<file path="config.mk">
export PLATFORM = sky130hd
export DESIGN_NAME = sal_rw_bus_arb_flat
export DESIGN_NICKNAME = d
export VERILOG_FILES = /design/src/rtl/sal_rw_bus_arb_if.sv /design/src/rtl/sal_rw_bus_arb.sv /design/src/flat_wrapper.sv
export SDC_FILE = /design/constraint.sdc
export NUM_CORES = 1
export LEC_CHECK = 0
export ABC_AREA = 1
export CAP_MARGIN = 30
export CORE_ASPECT_RATIO = 2
export CORE_MARGIN = 4
export CORE_UTILIZATION = 40
export DETAILED_ROUTE_END_ITERATION = 8
export HOLD_SLACK_MARGIN = 0.1
export PLACE_DENSITY = 0.68
export SLEW_MARGIN = 0
export SYNTH_ARGS = -nofsm -noshare
export SYNTH_HDL_FRONTEND = slang
export SYNTH_SLANG_ARGS = --single-unit
export TNS_END_PERCENT = 1
</file>
<file path="constraint.sdc">
create_clock -name clk -period 1.8 [get_ports clk]
set_input_delay 0.36 -clock clk [delete_from_list [all_inputs] [get_ports clk]]
set_output_delay 0.36 -clock clk [all_outputs]
set_load 0.01 [all_outputs]
</file>
<file path="src/rtl/sal_rw_bus_arb_if.sv">
// DQ-bus arbitration interface for the SAL controller: CAS requests and timing in,
// grants and mode status out. The requester drives the master side.
interface sal_rw_bus_arb_if #(
  parameter int unsigned PEND_W = 5,
  parameter int unsigned TW     = 4
);
  logic              rd_req;
  logic              wr_req;
  logic [PEND_W-1:0] wr_pend_cnt;
  logic [TW-1:0]     t_ccd;
  logic [TW-1:0]     t_wtr;
  logic [TW-1:0]     t_rtw;
  logic              rd_gnt;
  logic              wr_gnt;
  logic              wr_mode;
  logic [15:0]       switch_cnt;

  modport master (
    output rd_req, wr_req, wr_pend_cnt, t_ccd, t_wtr, t_rtw,
    input  rd_gnt, wr_gnt, wr_mode, switch_cnt
  );

  modport slave (
    input  rd_req, wr_req, wr_pend_cnt, t_ccd, t_wtr, t_rtw,
    output rd_gnt, wr_gnt, wr_mode, switch_cnt
  );
endinterface

</file>
<file path="src/rtl/sal_rw_bus_arb.sv">
// Read/write CAS arbiter for the shared DQ bus: spacing/turnaround timers, watermark-based
// write drain with a starvation guard, and single-cycle grant pulses.
module sal_rw_bus_arb #(
  parameter int unsigned PEND_W   = 5,
  parameter int unsigned HI_WM    = 6,
  parameter int unsigned LO_WM    = 2,
  parameter int unsigned MAX_WAIT = 64,
  parameter int unsigned TW       = 4
) (
  input  logic             clk,
  input  logic             rst,
  sal_rw_bus_arb_if.slave  bus
);

  localparam int unsigned WAIT_W = $clog2(MAX_WAIT + 1);
  localparam logic ST_RD = 1'b0;
  localparam logic ST_WR = 1'b1;

  if (HI_WM <= LO_WM || MAX_WAIT < 1) begin : g_bad_param
    $error("sal_rw_bus_arb: HI_WM must exceed LO_WM and MAX_WAIT must be at least 1");
  end

  logic              r_mode;
  logic [TW-1:0]     r_ccd_cnt;
  logic [TW-1:0]     r_wtr_cnt;
  logic [TW-1:0]     r_rtw_cnt;
  logic [WAIT_W-1:0] r_wait_cnt;
  logic              r_wr_served;
  logic [15:0]       r_switch_cnt;

  logic w_rd_gnt;
  logic w_wr_gnt;
  logic w_mode_d;
  logic w_mode_chg;
  logic w_hi;
  logic w_lo;
  logic w_wait_exp;

  // A programmed spacing of 0 behaves like 1: the counter reloads to 0.
  function automatic logic [TW-1:0] f_load(input logic [TW-1:0] t);
    return (t == '0) ? '0 : t - 1'b1;
  endfunction

  function automatic logic [TW-1:0] f_dec(input logic [TW-1:0] c);
    return (c == '0) ? '0 : c - 1'b1;
  endfunction

  assign w_rd_gnt   = bus.rd_req & (r_mode == ST_RD) & (r_ccd_cnt == '0) & (r_wtr_cnt == '0);
  assign w_wr_gnt   = bus.wr_req & (r_mode == ST_WR) & (r_ccd_cnt == '0) & (r_rtw_cnt == '0);
  assign w_hi       = bus.wr_pend_cnt >= PEND_W'(HI_WM);
  assign w_lo       = bus.wr_pend_cnt <= PEND_W'(LO_WM);
  assign w_wait_exp = r_wait_cnt >= WAIT_W'(MAX_WAIT - 1);
  assign w_mode_chg = w_mode_d != r_mode;

  always_comb begin
    w_mode_d = r_mode;
    case (r_mode)
      ST_RD: if (bus.wr_req & (w_hi | ~bus.rd_req | w_wait_exp)) w_mode_d = ST_WR;
      ST_WR: if (~bus.wr_req | (bus.rd_req & r_wr_served & w_lo)) w_mode_d = ST_RD;
      default: w_mode_d = ST_RD;
    endcase
  end

  always_ff @(posedge clk) begin
    if (rst) begin
      r_mode       <= ST_RD;
      r_ccd_cnt    <= '0;
      r_wtr_cnt    <= '0;
      r_rtw_cnt    <= '0;
      r_wait_cnt   <= '0;
      r_wr_served  <= 1'b0;
      r_switch_cnt <= '0;
    end else begin
      r_mode <= w_mode_d;
      if (w_mode_chg) r_switch_cnt <= r_switch_cnt + 16'd1;

      r_ccd_cnt <= (w_rd_gnt | w_wr_gnt) ? f_load(bus.t_ccd) : f_dec(r_ccd_cnt);
      r_wtr_cnt <= w_wr_gnt ? f_load(bus.t_wtr) : f_dec(r_wtr_cnt);
      r_rtw_cnt <= w_rd_gnt ? f_load(bus.t_rtw) : f_dec(r_rtw_cnt);

      // Cleared on drain entry so every drain episode issues at least one write.
      if (w_mode_chg && w_mode_d == ST_WR) r_wr_served <= 1'b0;
      else if (w_wr_gnt)                   r_wr_served <= 1'b1;

      if (w_mode_chg || !bus.wr_req || r_mode == ST_WR) r_wait_cnt <= '0;
      else if (r_wait_cnt != WAIT_W'(MAX_WAIT))       r_wait_cnt <= r_wait_cnt + 1'b1;
    end
  end

  assign bus.rd_gnt     = w_rd_gnt;
  assign bus.wr_gnt     = w_wr_gnt;
  assign bus.wr_mode    = r_mode;
  assign bus.switch_cnt = r_switch_cnt;

endmodule
</file>
<file path="src/flat_wrapper.sv">
// flat-port wrapper written by rule: the top's interface ports become plain ports
module sal_rw_bus_arb_flat 
#(
  parameter int unsigned PEND_W   = 5,
  parameter int unsigned HI_WM    = 6,
  parameter int unsigned LO_WM    = 2,
  parameter int unsigned MAX_WAIT = 64,
  parameter int unsigned TW       = 4
)
  (clk, rst, bus_rd_req, bus_wr_req, bus_wr_pend_cnt, bus_t_ccd, bus_t_wtr, bus_t_rtw, bus_rd_gnt, bus_wr_gnt, bus_wr_mode, bus_switch_cnt);
  sal_rw_bus_arb_if #(.PEND_W(PEND_W), .TW(TW)) bus_i ();
  input  logic clk;
  input  logic rst;
  input wire logic [$bits(bus_i.rd_req)-1:0] bus_rd_req;
  input wire logic [$bits(bus_i.wr_req)-1:0] bus_wr_req;
  input wire logic [$bits(bus_i.wr_pend_cnt)-1:0] bus_wr_pend_cnt;
  input wire logic [$bits(bus_i.t_ccd)-1:0] bus_t_ccd;
  input wire logic [$bits(bus_i.t_wtr)-1:0] bus_t_wtr;
  input wire logic [$bits(bus_i.t_rtw)-1:0] bus_t_rtw;
  output wire logic [$bits(bus_i.rd_gnt)-1:0] bus_rd_gnt;
  output wire logic [$bits(bus_i.wr_gnt)-1:0] bus_wr_gnt;
  output wire logic [$bits(bus_i.wr_mode)-1:0] bus_wr_mode;
  output wire logic [$bits(bus_i.switch_cnt)-1:0] bus_switch_cnt;
  assign bus_i.rd_req = bus_rd_req;
  assign bus_i.wr_req = bus_wr_req;
  assign bus_i.wr_pend_cnt = bus_wr_pend_cnt;
  assign bus_i.t_ccd = bus_t_ccd;
  assign bus_i.t_wtr = bus_t_wtr;
  assign bus_i.t_rtw = bus_t_rtw;
  assign bus_rd_gnt = bus_i.rd_gnt;
  assign bus_wr_gnt = bus_i.wr_gnt;
  assign bus_wr_mode = bus_i.wr_mode;
  assign bus_switch_cnt = bus_i.switch_cnt;
  sal_rw_bus_arb #(.PEND_W(PEND_W), .HI_WM(HI_WM), .LO_WM(LO_WM), .MAX_WAIT(MAX_WAIT), .TW(TW)) u_core (.clk(clk), .rst(rst), .bus(bus_i));
endmodule
</file>
Word level (Yosys, flattened, before mapping)

Cells that the tools add are included.

Bitwise gates (word level): 16
Reductions and logical operators: 12
Muxes and demuxes: 12
Add/subtract/negate cells: 8
Shift-type cells: 0
Order comparisons: 3
Divide/modulo/power cells: 0
Multiply operators: 0
Equality and inequality tests: 2

Operators with widths:

| kind                  | count |
|---|---|
| $mux 4                | 9 |
| $logic_not 4->1       | 6 |
| $sub 4x1->4 const B   | 6 |
| $add 16x1->16 const B | 1 |
| $and 1x1->1           | 9 |
| $add 7x1->7 const B   | 1 |
| $ge 7x6->1 const B    | 1 |
| $ne 7x7->1 const B    | 1 |
| $ge 5x3->1 const B    | 1 |
| $le 5x2->1 const B    | 1 |
| $or 1x1->1            | 4 |
| $reduce_or 2->1       | 2 |
| $not 1->1             | 3 |
| $logic_or 1x1->1      | 2 |
| $mux 1                | 2 |
| $pmux 1 s2            | 1 |
| $logic_and 1x1->1     | 1 |
| $logic_not 1->1       | 1 |
| $ne 1x1->1            | 1 |

Memories kept: 0
Output and inout bits: 19
Bits in writable memories: 0
Bits in latches: 0
Logic and storage cells: 60
Flip-flop bits (word level): 37
Input bits: 21
Memory bits (read-only): 0

Depth between registers and ports, before layout

Gate-level depths: netlist (run 1).

Word-level depth: 10
Mapped depth: 10
Depth with buffers taken out: 10

Worst setup path before layout (run 1)

Ideal clock, no wire load.

Path kind: register to register
Start: reg u_core.r_wait_cnt[0]
End: reg u_core.r_switch_cnt[10] (netlist: u_core.bus.switch_cnt[10])
Buffers on the path: 2
Path slack: 0.374 ns
Data required time: 1.661 ns
Cell stages (with the launch flop): 11
Clock period less this slack: 1.426 ns
Setup time: 0.139 ns
Data arrival time: 1.286 ns
Cells stage by stage: dfxtp_1 ha_1 nand2_1 nor2_2 nand2_1 nand3_1 nand2_2 buf_6 buf_8 nand3_2 a21oi_2

Word-level cells in the longest chain between the ends: 6

Ends and longest elaborated chain:

| item                   | line                 | text |
|---|---|---|
| from (decl)            | sal_rw_bus_arb.sv:27 | `logic [WAIT_W-1:0] r_wait_cnt;` |
| from (signal assigned) | sal_rw_bus_arb.sv:86 | `else if (r_wait_cnt != WAIT_W'(MAX_WAIT)) r_wait_cnt <= r_wait_cnt + 1'b1;` |
| $ge 7x6->1             | sal_rw_bus_arb.sv:52 | `assign w_wait_exp = r_wait_cnt >= WAIT_W'(MAX_WAIT - 1);` |
| $or 1x1->1             | sal_rw_bus_arb.sv:58 | `ST_RD: if (bus.wr_req & (w_hi \| ~bus.rd_req \| w_wait_exp)) w_mode_d = ST_WR;` |
| $and 1x1->1            | sal_rw_bus_arb.sv:58 |  |
| $mux 1                 | sal_rw_bus_arb.sv:58 |  |
| $pmux 1 s2             | sal_rw_bus_arb.sv:57 | `case (r_mode)` |
| $ne 1x1->1             | sal_rw_bus_arb.sv:53 | `assign w_mode_chg = w_mode_d != r_mode;` |
| to (signal assigned)   | sal_rw_bus_arb.sv:75 | `if (w_mode_chg) r_switch_cnt <= r_switch_cnt + 16'd1;` |
| to (decl)              | sal_rw_bus_arb.sv:29 | `logic [15:0] r_switch_cnt;` |

Every way passes these cells.
A chain may end at the register's enable or synchronous reset.

Final worst setup path (run 1)

Start: reg u_core.r_mode (netlist: u_core.bus.wr_mode)
End: out bus_wr_mode

RTL lines:

| item                   | line                 | text |
|---|---|---|
| from (decl)            | sal_rw_bus_arb.sv:23 | `logic r_mode;` |
| from (signal assigned) | sal_rw_bus_arb.sv:74 | `r_mode <= w_mode_d;` |
| to (decl)              | flat_wrapper.sv:22   | `output wire logic [$bits(bus_i.wr_mode)-1:0] bus_wr_mode;` |

No word-level cell between the ends.

==> summary by stage, run 1 <==
Finish
In the final layout, the share of cells above drive strength 1 is 0.199. The antenna diode instance count is 0. Compared with the post-synthesis result, the final layout area differs by 29.5%. The net count of the finished layout is 410. The share of the core filled with cells in the final layout is 0.534. The count of filler cells inserted in the layout is 547. Once layout is done, the placed cells without fillers occupy 2920 sq um.

Route
After detailed routing, the number of vias per cell comes to 5.07. The post-detailed-route count of antenna-violating nets is 0. The final wirelength is 5.58 mm. The first TritonRoute pass finished after 4 iterations. After detailed routing, the number of remaining DRC violations is 0.

Detailed routing inserted a total of 2,260 vias. The final routed wire length divided by cell count is 12.5 microns. The first-iteration detailed-routing DRC count is 46.

Placed design
The count of buffers added on input and output ports is 39. Summed over all nets, the half-perimeter wirelength after detailed placement is 4.33 mm. At the end of routability-driven placement, the weighted congestion stood at 0.849. The placed instances occupy a cell area of 2810 sq um.

Critical path
The kind of launch point of the worst setup path is a flop. The critical path goes through buf_4 > clkdlybuf4s50_1. The worst path required time is 1.44 ns. Among all stages on the critical path, the largest delay is contributed by clkdlybuf4s50_1. The element type at the critical path end is an output port. The category of the most critical setup path is flop to output port.

Data on the critical path arrives at its endpoint at 1.36 ns. The largest single stage delay on the critical path is 0.53 ns. The highest fanout seen on the critical path is 4.

Global route
Entering global routing, the biggest net connects 17 pins. The first global-routing pass estimated 9.64 mm of wire. The number of antenna violations at the first check in global routing came to 0. The total overflow reported by the global router is 0. Across every metal layer, demand over resource in global routing totals 0.177. The via count of the first global-routing pass is 2,311.

Timing
The number of hold violations in the final report came to 0. In the finished design, the share of the clock period the worst path needs comes to 0.957. Across the routed clock network, the largest skew measured is 0.00376 ns. The worst-case hold slack is 0.497 ns. Setup repair after global routing left no endpoint under its margin.

The final setup violation count is 0. The final count of pins violating max slew came to 0. The highest attainable clock frequency is 581 MHz. The final period demand of the worst path is 1.72 ns.

Synthesis
Summed over all instances, the cell type with the most area after synthesis is dfxtp_1. The largest family of logic cells by synthesized area is simple AND/OR/NAND/NOR gates. Yosys attributes the largest share of cell area to dfxtp_1 (33%), nand2_1 (12%), a21oi_1 (7.1%), nor2_1 (6.0%), inv_1 (5.5%). The prevailing post-synth register cell is dfxtp_1.

The synthesized-area fraction occupied by adder cells is 0.0166. Of the total synthesized cell area, the portion taken by AND, OR, NAND and NOR gates is 0.374. The portion of synthesized cell area occupied by the leading cell type is 0.329. By count the netlist is led by nand2_1 (71), dfxtp_1 (37), nor2_1 (36).

The synthesized netlist occupies a cell area of 2250 sq um. The number of storage elements in the synthesis netlist is 37. In this run the mean area of a mapped cell was 6.89 sq um. The number of flops mapped to enable cells by yosys is 0. The mux contribution to synthesized area is 0. The synthesized net count is 351. Of the total synthesized cell area, the portion taken by XOR and XNOR cells is 0.0388. The number of different library cells in the post-synthesis netlist is 32. Of all flip-flops after synthesis, the portion carrying an async set or reset was 0. The area fraction in compound gates after synthesis came to 0.159.

Of the synthesized area, sequential elements account for 0.329. The count of mapped cells out of synthesis is 327. The Yosys step of the flow raised 0 warnings. The most frequent cell after synthesis is nand2_1.

Power
After layout, the design draws a total of 2.35 mW. The worst vdd rail ir drop is 0.500 mV. Power spread over the standard cell area amounts to 803 nW/um^2.

Summed over all cells, the static leakage comes to 1.11 nW.

Clocking
For this design, the sink count on the clock tree is 37. The clock tree synthesis step divided the H-tree into 2 levels. After clock tree synthesis, the clock-pin slew on the worst setup and hold paths is 0.07 ns. Buffers inserted to repair hold after CTS numbered 0. TritonCTS built the clock tree. The CTS buffer count is 5. The clock latency reported for the late side of the worst-skew pair is 0.28 ns. The buffer count from post-CTS setup fixing is 0.

The largest buffer count on any clock path is 2. The tree is rooted in a clkbuf_8.

Hold path
The tightest min-delay check is of the flop to flop type.

Floorplanning
The region available for standard cell placement spans 5470 sq um. The effective utilization at floorplan is 0.412. The initialized floorplan defines 38 standard-cell rows. The die height is 114 microns. The horizontal die dimension is 61.1 microns.

The I/O pin count is 40. The floorplan step defined a die boundary enclosing 6970 sq um.

Status
The run finished with clean final reports.

Job
The number of max-cap violations is 0.
where the power goes:
part | switching [mW] | internal (mW) | total, mW
registers | 0.0558 | 0.898 | 0.954
logic | 0.440 | 0.370 | 0.810
clock network | 0.279 | 0.304 | 0.583
stage by stage:
step	std cells	setup WS, ns	setup TNS [ns]
floorplan	327	0.374	0
global placement	439	-0.253	-1.49
detailed placement	439	-0.251	-2.11
CTS	446	0.00137	0
global route	446	0.00398	0
finish	446	0.0781	0
worst paths after layout:
kind | start | end | slack (ns) | cells after the start
max reg2reg | u_core.bus.switch_cnt[0]$_SDFFE_PP0P_ | u_core.bus.switch_cnt[12]$_SDFFE_PP0P_ | 0.18 | 7
max | u_core.bus.wr_mode$_SDFF_PP0_ | bus_wr_mode | 0.08 | 2
min reg2reg | u_core.r_ccd_cnt[3]$_SDFF_PP0_ | u_core.r_ccd_cnt[3]$_SDFF_PP0_ | 0.50 | 2
min | u_core.r_ccd_cnt[3]$_SDFF_PP0_ | u_core.r_ccd_cnt[3]$_SDFF_PP0_ | 0.50 | 2
metal layers:
| layer | part of all wire | GRT usage |
|---|---|---|
| met5 | 0 | 0 |
| met4 | 0.032 | 0.0825 |
| met3 | 0.030 | 0.0237 |
| met2 | 0.54 | 0.328 |
| met1 | 0.39 | 0.183 |
cells in the final DEF, fill, tap and decap left out, types with 11 or more instances in the layout:
| cell | synthesis | layout |
|---|---|---|
| inv_1 | 33 | 30 |
| a21oi_1 | 32 | 32 |
| buf_4 | 1 | 20 |
| nand2_2 | 12 | 14 |
| o21ai_0 | 14 | 14 |
| nand3_1 | 22 | 22 |
| nor2_1 | 36 | 36 |
| nand2_1 | 71 | 69 |
| clkdlybuf4s50_1 | 0 | 37 |
| dfxtp_1 | 37 | 37 |
| a21oi_2 | 11 | 11 |
timing repair:
| item | in CTS | in global routing |
|---|---|---|
| resized for setup | 5 | 9 |
| pin swaps | 0 | 1 |
| gates cloned | 0 | 0 |
| endpoints found under the setup margin | 2 | 2 |
cell families after synthesis:
logic type	after synthesis
buf+inv	41
xor+xnor	10
simple gates	174
fa+ha+maj	3
other cells	1
flops	37
compound gates	61
worst max-delay path, delay by kind of cell, from the launching register on:
kind,cells,cell delay [ns]
buf+inv,2,0.69
flops,1,0.39
area by class of cell:
class | instances | area, sq um | share of cell area
clock buffers | 7 | 86.3 | 0.0296
flip-flops and latches | 37 | 741 | 0.254
multi-input cells | 249 | 1350 | 0.464
inverters | 34 | 128 | 0.0437
repair buffers | 59 | 537 | 0.184
well taps | 60 | 75.1 | 0.0257
flip-flops by register name, indices dropped and copies added (netlist names):
signal and flops:
u_core.bus.switch_cnt 16, u_core.r_wait_cnt 7, u_core.r_ccd_cnt 4, u_core.r_rtw_cnt 4, u_core.r_wtr_cnt 4, u_core.bus.wr_mode 1, u_core.r_wr_served 1
Power figures use the tool's default switching activity.
==> inputs of run 2 (changes only) <==
--- a/config.mk
+++ b/config.mk
@@ -9,10 +9,10 @@
 export CAP_MARGIN = 30
 export CORE_ASPECT_RATIO = 2
 export CORE_MARGIN = 4
-export CORE_UTILIZATION = 40
+export CORE_UTILIZATION = 42
 export DETAILED_ROUTE_END_ITERATION = 8
 export HOLD_SLACK_MARGIN = 0.1
-export PLACE_DENSITY = 0.68
+export PLACE_DENSITY = 0.74
 export SLEW_MARGIN = 0
 export SYNTH_ARGS = -nofsm -noshare
 export SYNTH_HDL_FRONTEND = slang
==> constraint.sdc (replaced) <==
create_clock -name clk -period 1.5 [get_ports clk]
set_input_delay 0.3 -clock clk [delete_from_list [all_inputs] [get_ports clk]]
set_output_delay 0.3 -clock clk [all_outputs]
set_load 0.01 [all_outputs]
==> summary by stage, run 2 (same netlist as run 1, synthesis figures left out) <==
Finish
In the final layout, the multi-input gates occupy 1410 sq um. Of the cells placed in the final design, the portion with a size suffix greater than 1 is 0.317. The finished layout holds 474 standard cells, fillers aside. After routing the design area is 3260 sq um. After filler insertion, the fill cell instance count of the layout stands at 459.

The flip-flop count of the largest register, all copies and words added is 16. The library cell used most frequently in the layout, excluding fill and tap cells, is nand2_1. The flip-flop and latch area is 759 sq um. The area overhead of the layout relative to synthesis is 44.6%. The library cells used most frequently in the layout, excluding fill and tap cells, are nand2_1 (67), buf_4 (45), nor2_1 (33). At the end of the flow, the number of nets in the layout was 439. The antenna diode instance count is 0.

Job
Max-cap violations in this run came to 0.

Timing
Across the routed clock network, the largest skew measured is 0.00388 ns. The final cycle utilization of the critical path is 1.04. Setup violations remaining at the end of the flow were counted as 3. The final count of pins violating max slew is 0.

Setup repair after global routing could not meet its margin everywhere. The total negative slack is -0.133 ns. The slack of the critical path is -0.0614 ns.

For this run, the top clock speed supported by timing is 640 MHz. The final period demand of the worst path is 1.56 ns. The number of hold violations in the final report is 0.

Route
For this run, the detailed router's first-pass iteration total came to 4. Dividing the detail-routed via count by the number of cells gives 5.28. The final routed wire length divided by cell count is 13.9 microns.

The first-iteration detailed-routing DRC count is 74. The detailed router placed 2,504 vias in this run. The final wirelength is 6.59 mm.

The post-detailed-route count of antenna-violating nets is 0. In the routed design, unresolved DRC markers number 0.

Critical path
STA puts the critical path data arrival time at 1.26 ns. The delay of the slowest critical-path stage is 0.33 ns. The worst path required time is 1.20 ns. The element type at the critical path end is an output port. Traced cell by cell, the critical path runs through inv_2 > nand2_2 > nor2_4 > nand3_2 > nor2_2 > buf_2. In this run the worst path has a maximum fanout of 3.

The critical path in this run is classified as flop to output port. The path depth of the worst reg2reg path is 9. The slowest stage of the critical path is the dfxtp_1 cell.

The kind of launch point of the worst setup path is a flop.

Hold path
The tightest min-delay check is of the flop to flop type. The worst hold path passes through 2 cells.

Floorplanning
For this design the top-level I/O count stands at 40. The effective utilization at floorplan is 0.435. In this run the core area contains 37 standard-cell rows. The total die area is 6680 sq um. The die height is 112 microns. The horizontal die dimension is 59.8 microns.

The area inside the core boundary is 5180 sq um.

Clocking
The clock transition at the registers of the reported paths is 0.08 ns. TritonCTS built the clock tree. The CTS H-tree depth is 2. The longest clock path from root to sink contains 2 buffers. Clock tree synthesis selected as its root buffer the cell clkbuf_8. The clock latency reported for the late side of the worst-skew pair is 0.29 ns. Counting every sink on the clock net gives 37. Buffers inserted during clock tree synthesis total 5.

Global route
Entering global routing, the biggest net connects 19 pins. The first global-routing pass estimated 10.1 mm of wire. The via count of the first global-routing pass is 2,483.

The total global routing track utilization is 0.189. The total overflow reported by the global router is 0. The number of antenna violations at the first check in global routing is 0.

Power
For this design the ratio of total power to cell area is 1010 nW/um^2. Across the VDD grid, the largest voltage drop is 0.750 mV. In this run the static leakage power is 1.40 nW. The overall power after layout is 3.31 mW.

Placed design
During placement, the flow inserted port buffers numbering 39. The HPWL after detailed placement is 4.43 mm. In this run the cell area measured after placement is 3000 sq um. The global placement routability congestion is 0.856. The instance count after placement with tap cells included is 460.

Status
The run finished, with violations left. The checks that failed: negative setup slack.
[run 2: cell count changes in the layout (fill, tap and decap cells not counted), sizes merged, moves of 2 or more]
cell | previous run | this run
clkdlybuf4s50 | 37 | 19
dlymetal6s2s | 0 | 2
buf | 20 | 49
dlygate4sd2 | 0 | 16
[run 2: layout make-up]
cell class | count | share of cell area
multi-input combinational | 250 | 0.432
clock buffer | 6 | 0.0253
clock inverter | 2 | 0.0115
timing repair buffer | 87 | 0.236
tap | 58 | 0.0223
sequential | 37 | 0.233
inverter | 34 | 0.0399
[run 2: power breakdown]
| group | internal (mW) | total [mW] | switching (mW) | leakage (nW) |
|---|---|---|---|---|
| combinational | 0.621 | 1.24 | 0.622 | 1.04 |
| sequential | 1.08 | 1.14 | 0.0643 | 0.308 |
| clock | 0.541 | 0.922 | 0.381 | 0.0574 |
| total | 2.24 | 3.31 | 1.07 | 1.40 |
[run 2: critical path: cells and delay by family (launching register included)]
family | cells | cell delay (ns)
flops | 1 | 0.33
buf+inv | 2 | 0.20
simple gates | 4 | 0.45
[run 2: through the flow]
step / setup WS, ns / hold slack, ns / util
3_5_place_dp: -0.431 / 0.499 / 0.578
6_report: -0.0614 / 0.501 / 0.629
2_1_floorplan: 0.0745 / 0.454 / -
5_1_grt: -0.116 / 0.522 / 0.629
4_1_cts: -0.0898 / 0.510 / 0.611
3_3_place_gp: -0.433 / 0.476 / 0.578
[run 2: routing by layer]
metal | vias to the layer above | track usage | share of wire
li1 | 1243 | - | -
met1 | 1163 | 0.186 | 0.35
met2 | 75 | 0.349 | 0.56
met3 | 23 | 0.0278 | 0.046
met4 | 0 | 0.108 | 0.038
met5 | - | 0 | 0
[run 2: path summary, 6_finish.rpt]
| path | start | end | slack, ns |
|---|---|---|---|
| worst max-delay path | u_core.r_ccd_cnt[0]$_SDFF_PP0_ | bus_wr_gnt | -0.06 |
| worst min register to register | u_core.r_ccd_cnt[3]$_SDFF_PP0_ | u_core.r_ccd_cnt[3]$_SDFF_PP0_ | 0.50 |
| worst min-delay path | u_core.r_ccd_cnt[3]$_SDFF_PP0_ | u_core.r_ccd_cnt[3]$_SDFF_PP0_ | 0.50 |
| worst max register to register | u_core.r_wait_cnt[0]$_SDFFE_PP0P_ | u_core.bus.switch_cnt[8]$_SDFFE_PP0P_ | -0.01 |
[run 2: timing repair]
item	4_1_cts	5_1_grt
endpoints found under the setup margin	36	31
hold buffers	0	0
cloned	0	2
resized for setup	48	17
buffers inserted	2	2
pin swaps	3	4
